<file path="config.mk">
export PLATFORM = sky130hd
export DESIGN_NAME = nucleo_tiempo
export DESIGN_NICKNAME = d
export VERILOG_FILES = /design/src/rtl/nucleo_tiempo.sv
export SDC_FILE = /design/constraint.sdc
export NUM_CORES = 1
export LEC_CHECK = 0
export BUFFER_PORTS_ARGS = -buffer_cell sky130_fd_sc_hd__buf_2
export CAP_MARGIN = 20
export CORE_MARGIN = 5
export CORE_UTILIZATION = 57
export CTS_CLUSTER_DIAMETER = 30
export DETAILED_ROUTE_END_ITERATION = 7
export PLACE_DENSITY = 0.81
export REMOVE_ABC_BUFFERS = 1
export SETUP_SLACK_MARGIN = 0.5
export SLEW_MARGIN = 15
export SYNTH_ARGS = -nofsm -noshare
export SYNTH_HDL_FRONTEND = slang
export SYNTH_SLANG_ARGS = --single-unit
export TNS_END_PERCENT = 5
</file>
<file path="constraint.sdc">
create_clock -name clkS -period 2.58 [get_ports clkS]
set_input_delay 0.258 -clock clkS [delete_from_list [all_inputs] [get_ports clkS]]
set_output_delay 0.258 -clock clkS [all_outputs]
set_load 0.02 [all_outputs]
</file>
<file path="src/rtl/nucleo_tiempo.sv">
// ---------------------------------------------------------------------------
// nucleo_tiempo
//   Timekeeping core of the digital clock. Keeps HH:MM:SS (24 h) from clkS
//   using a TICK_DIV prescaler. While either adjust switch is high the core
//   stops counting, holds seconds at 0 and loads the adjusted minute/hour
//   values coming from the adjust stages.
//
// Ports
//   clkS        in   1  system clock
//   reset       in   1  synchronous, active-high reset
//   ajusteM     in   1  minute-adjust switch
//   minChange   in   6  adjusted minute value (accepted when 0..59)
//   ajusteH     in   1  hour-adjust switch
//   horaChange  in   5  adjusted hour value (accepted when 0..23)
//   segundos    out  6  seconds 0..59
//   minutos     out  6  minutes 0..59
//   horas       out  5  hours 0..23
//   min_bcd     out  8  minutes BCD {tens,units}, one cycle behind minutos
//   hora_bcd    out  8  hours BCD {tens,units}, one cycle behind horas
//   tick_1hz    out  1  one-cycle pulse with every seconds increment
//   fin_dia     out  1  one-cycle pulse on 23:59:59 -> 00:00:00
// ---------------------------------------------------------------------------
module nucleo_tiempo #(
    parameter int TICK_DIV = 100_000_000
) (
    input  logic       clkS,
    input  logic       reset,
    input  logic       ajusteM,
    input  logic [5:0] minChange,
    input  logic       ajusteH,
    input  logic [4:0] horaChange,
    output logic [5:0] segundos,
    output logic [5:0] minutos,
    output logic [4:0] horas,
    output logic [7:0] min_bcd,
    output logic [7:0] hora_bcd,
    output logic       tick_1hz,
    output logic       fin_dia
);

    localparam int PW = (TICK_DIV > 1) ? $clog2(TICK_DIV) : 1;
    localparam logic [PW-1:0] PRE_LAST = PW'(TICK_DIV - 1);

    localparam logic [0:0] RUN    = 1'b0;
    localparam logic [0:0] AJUSTE = 1'b1;

    logic [0:0]    state;
    logic [0:0]    stateNext;
    logic [PW-1:0] pre;
    logic [PW-1:0] preBase;

    // Binary value -> {tens,units}; inputs are always 0..59 so no invalid codes.
    function automatic logic [7:0] aBcd(input logic [5:0] v);
        return {4'(v / 6'd10), 4'(v % 6'd10)};
    endfunction

    // The switches act in the same cycle they are seen, so a switch rising on
    // a tick cycle suppresses that tick.
    always_comb begin
        stateNext = (ajusteM || ajusteH) ? AJUSTE : RUN;
    end

    // On the first RUN cycle after adjusting the prescaler restarts from 0
    // whatever it holds, so the first tick lands TICK_DIV cycles later.
    always_comb begin
        preBase = (state == AJUSTE) ? '0 : pre;
    end

    // Stage: binary time registers
    always_ff @(posedge clkS) begin
        if (reset) begin
            state    <= RUN;
            pre      <= '0;
            segundos <= '0;
            minutos  <= '0;
            horas    <= '0;
            tick_1hz <= 1'b0;
            fin_dia  <= 1'b0;
        end else begin
            state    <= stateNext;
            tick_1hz <= 1'b0;
            fin_dia  <= 1'b0;
            if (stateNext == AJUSTE) begin
                pre      <= '0;
                segundos <= '0;
                if (ajusteM && (minChange <= 6'd59)) begin
                    minutos <= minChange;
                end
                if (ajusteH && (horaChange <= 5'd23)) begin
                    horas <= horaChange;
                end
            end else if (preBase == PRE_LAST) begin
                pre      <= '0;
                tick_1hz <= 1'b1;
                if (segundos == 6'd59) begin
                    segundos <= '0;
                    if (minutos == 6'd59) begin
                        minutos <= '0;
                        if (horas == 5'd23) begin
                            horas   <= '0;
                            fin_dia <= 1'b1;
                        end else begin
                            horas <= horas + 1'b1;
                        end
                    end else begin
                        minutos <= minutos + 1'b1;
                    end
                end else begin
                    segundos <= segundos + 1'b1;
                end
            end else begin
                pre <= preBase + 1'b1;
            end
        end
    end

    // Stage: BCD conversion of the registered binary time
    always_ff @(posedge clkS) begin
        if (reset) begin
            min_bcd  <= 8'h00;
            hora_bcd <= 8'h00;
        end else begin
            min_bcd  <= aBcd(minutos);
            hora_bcd <= aBcd({1'b0, horas});
        end
    end

endmodule

</file>
==> flow_results.org <==
** Synth
- Syn Inst Count :: 399
- Post-synthesis sequential element count :: 60
- Largest cells by area after synthesis :: sky130_fd_sc_hd__dfxtp_1 36%, sky130_fd_sc_hd__nor2_1 5.4%, sky130_fd_sc_hd__xnor2_1 4.7%, sky130_fd_sc_hd__ha_1 3.7%, sky130_fd_sc_hd__nand2_1 3.4%
- The top cell type by area accounts for 35.54% of the synthesized area.
- Ys flop type :: sky130_fd_sc_hd__dfxtp_1
- During synthesis, Yosys emitted a total of 0 warnings.
- Of the synthesized area, sequential elements account for 35.54%.
- In this run, synthesis inferred 0 flip-flops with an integrated enable.
- Summing every instance area after synthesis gives 3379 sq um.
- Synthesized area per cell :: 8.470 sq um
- The synthesized netlist contains 65 unique library cells.
- Cell type contributing the most total cell area after synthesis :: sky130_fd_sc_hd__dfxtp_1
- Proportion of register bits with asynchronous set or reset after synthesis :: 0%

** Timing
- The number of failing hold endpoints at the final stage is 0.
- The max-slew violation count came to 0.
- Final setup viols :: 0
- Setup repair after global routing could not meet its margin everywhere.
- Final Skew :: 0.01013 ns
- Worst-case setup margin in the final layout :: 0.4266 ns
- Fmax :: 464.4 MHz
- Slew @ Worst Pin :: 0.6849 ns
- Fraction of the cycle the final worst path needs :: 83.47%
- Total negative slack :: 0 ns
- Headroom to the max-slew limit came out at 54.24%.
- Final period demand of the worst path :: 2.153 ns

** Critical path
- Number of buffers and inverters on the critical path :: 1
- Top fanout value on the critical path :: 7
- Flop2flop setup slack :: 0.43 ns
- Required time at the worst-slack endpoint :: 2.81 ns
- For this run, the slowest stage of the critical path takes 0.38 ns.
- The critical path goes through nor2b_4, ha_4, nand4b_1, buf_4, nor4_4, nand4_4, nand2_2, mux2_4.
- Critical path arrival :: 2.39 ns
- Critical Path Start Type :: flip-flop
- Tracing the worst setup path back leads to its startpoint at state.
- Category of the most critical setup path :: flip-flop to flip-flop
- Startpoint of the worst-slack reg-to-reg timing path :: state
- Cell family with most CP delay :: simple AND/OR/NAND/NOR gates
- Worst flop-to-flop path endpoint :: horas[4]
- Measured in cells, the most critical reg-to-reg path has a length of 8.
- Critical-path top delay cell :: sky130_fd_sc_hd__dfxtp_4
- Type of destination of the critical path :: flip-flop

** Routing
- Detailed-route wire length :: 8342 microns
- Via/cell ratio :: 5.819
- The routed layout has 3084 vias.
- In the final routed layout, each cell accounts on average for 15.74 microns.
- Number of violations reported at the end of detailed-routing iteration 0 :: 207
- Total DRC errors in the routed layout :: 0
- Number of nets with antenna violations after routing :: 0
- Total iterations of the first detailed-routing run :: 4

** Min path
- The worst hold path belongs to the class input port to flip-flop.
- Along the worst hold path, the cell count comes to 3.
- The worst hold path terminates at minutos[3].
- HP Start :: minChange[3]

** Place
- The congestion estimate from routability-driven global placement came to 0.8823.
- Input and output buffers added on the ports amount to 46.
- Pre-CTS setup slack :: 0.2612 ns
- HPWL after detailed placement :: 5505 microns

** Floorplanning
- Overall die height :: 87 microns
- Die area :: 7569 sq um
- After floorplanning, the core was sized to cover 5851 sq um.
- Number of placement rows :: 28
- The floorplan step set the die width to 87 microns.
- Once the floorplan was initialized, standard cells occupied 57.76% of the core.
- Number of I/O pins :: 50

** Global route
- The first global-routing pass estimated 13600 microns of wire.
- The number of antenna violations at the first check in global routing came to 0.
- Global-route usage over all layers :: 22.61%
- Global routing finished with a remaining overflow of 0.
- Maximum number of pins on one net before global-route repair :: 24
- The via count of the first global-routing pass is 2975.

** CTS
- TritonCTS built the clock tree.
- The clock passes through at most 2 buffers.
- Clock network latency to the later pin of the worst-skew pair :: 0.35 ns
- Clk slew on worst S/H paths :: 0.06 ns
- TritonCTS created 9 clock buffers.
- CTS root buf :: sky130_fd_sc_hd__clkbuf_8
- Clock net sink count :: 60
- Maximum level of the CTS H-tree :: 3

** Pwr
- Total chip power :: 1.973 mW
- Static power due to leakage :: 1.552 nW
- Power spread over the standard cell area amounts to 499.9 nW/um^2.
- The worst-case IR drop observed on VDD is 0.3314 mV.

** Status
- Result of the run :: completed

** Layout
- At the end of the flow, the number of nets in the layout was 476.
- Layout area overhead :: 16.77%
- Of the cells placed in the final design, the portion with a size suffix greater than 1 is 23.08%.
- Antenna cells :: 0

** Run
- # Max-Cap Violations :: 0
-- power breakdown --
part | internal [mW] | switching, mW | leakage (nW)
clock | 0.339 | 0.353 | 0.0800
sequential | 0.959 | 0.0425 | 0.489
combinational | 0.118 | 0.162 | 0.983
-- cell usage in the layout, fill, tap and decap left out, types with 7 or more instances in the layout --
cell	netlist	layout
sky130_fd_sc_hd__buf_2	6	46
sky130_fd_sc_hd__and3_1	8	7
sky130_fd_sc_hd__buf_4	4	14
sky130_fd_sc_hd__inv_1	11	11
sky130_fd_sc_hd__o21ai_0	10	10
sky130_fd_sc_hd__xnor2_1	18	18
sky130_fd_sc_hd__nor3_1	10	10
sky130_fd_sc_hd__nand3_1	19	19
sky130_fd_sc_hd__nor2_1	49	49
sky130_fd_sc_hd__clkbuf_8	0	9
sky130_fd_sc_hd__nor2b_1	13	11
sky130_fd_sc_hd__dfxtp_1	60	58
sky130_fd_sc_hd__nand2b_1	8	8
sky130_fd_sc_hd__ha_1	10	9
sky130_fd_sc_hd__nand4_1	9	9
sky130_fd_sc_hd__xor2_1	13	13
sky130_fd_sc_hd__nand2_1	31	30
sky130_fd_sc_hd__a21oi_1	18	18
-- cells in the mapped netlist, drive strengths merged (3+ instances only) --
cell type,instances
or4,3
or3,4
o211ai,3
nor3b,3
nor2,49
nand2b,8
nand3b,4
dfxtp,60
or2,5
nand3,22
and4,3
and2,6
nor4,8
nand4b,5
nand2,31
inv,11
a211oi,3
xor2,13
nor2b,13
o21ai,10
o31ai,3
a21oi,18
a31oi,3
ha,10
clkbuf,8
xnor2,18
nor3,10
and3,8
buf,14
nand4,10
-- through the flow --
| stage | instance area [sq um] | cells | hold slack [ns] | utilization (%) |
|---|---|---|---|---|
| after floorplan | 3274 | 379 | 0.3247 | - |
| after global placement | 3636 | 505 | 0.4757 | 62.15 |
| after detailed placement | 3636 | 505 | 0.4910 | 62.15 |
| after CTS | 3860 | 526 | 0.1753 | 65.98 |
| after global routing | 3946 | 530 | 0.1768 | 67.45 |
| final | 3946 | 530 | 0.1926 | 67.45 |
-- what timing repair did --
item / CTS / global route
pin swaps: 7 / 6
gates cloned: 0 / 0
hold endpoints to repair: 0 / 0
hold buffers: 0 / 0
buffers inserted: 6 / 4
gates resized for setup: 7 / 13
endpoints found under the setup margin: 22 / 31
-- layer usage --
layer	GRT usage [%]	vias to the layer above	part of all wire, %
li1	-	1507	-
met1	26.21	1453	41
met2	38.72	110	49
met3	5.676	14	7.8
met4	10.76	0	1.7
met5	0	-	0
-- tightest hold or removal path, delay by kind of cell --
family | cells | cell delay [ns]
compound gates | 1 | 0.06
buf+inv | 1 | 0.11
simple gates | 1 | 0.05
-- layout make-up --
type / instances / area, sq um
sequential: 60 / 1206
timing repair buffer: 61 / 346.6
tap: 75 / 93.84
clock buffer: 12 / 135.1
clock inverter: 3 / 15.01
inverter: 11 / 41.29
fill: 482 / 1904
multi-input combinational: 308 / 2108
-- cell families after synthesis --
group / after synthesis / synth area share (%)
compound gates: 60 / 12.22
flops: 60 / 35.54
fa+ha+maj: 10 / 3.702
buf+inv: 33 / 4.554
other cells: 1 / 0.1110
mux: 3 / 0.9626
xor+xnor: 31 / 8.034
simple gates: 201 / 34.88
-- how the worst max path moves through the flow --
stage,slack [ns],cells past startpoint,end
2_1_floorplan,0.37,7,pre[10]
3_3_place_gp,0.38,7,pre[13]
3_5_place_dp,0.26,7,pre[6]
4_1_cts,0.51,8,horas[4]
5_1_grt,0.36,8,horas[1]
6_report,0.43,8,horas[4]
-- registers in the layout, summed over array words and instances, names as in the netlist --
register,count
pre,27
state,1
hora_bcd,6
horas,5
minutos,6
fin_dia,1
min_bcd,7
segundos,6
tick_1hz,1
(Power assumes the default switching activity.)
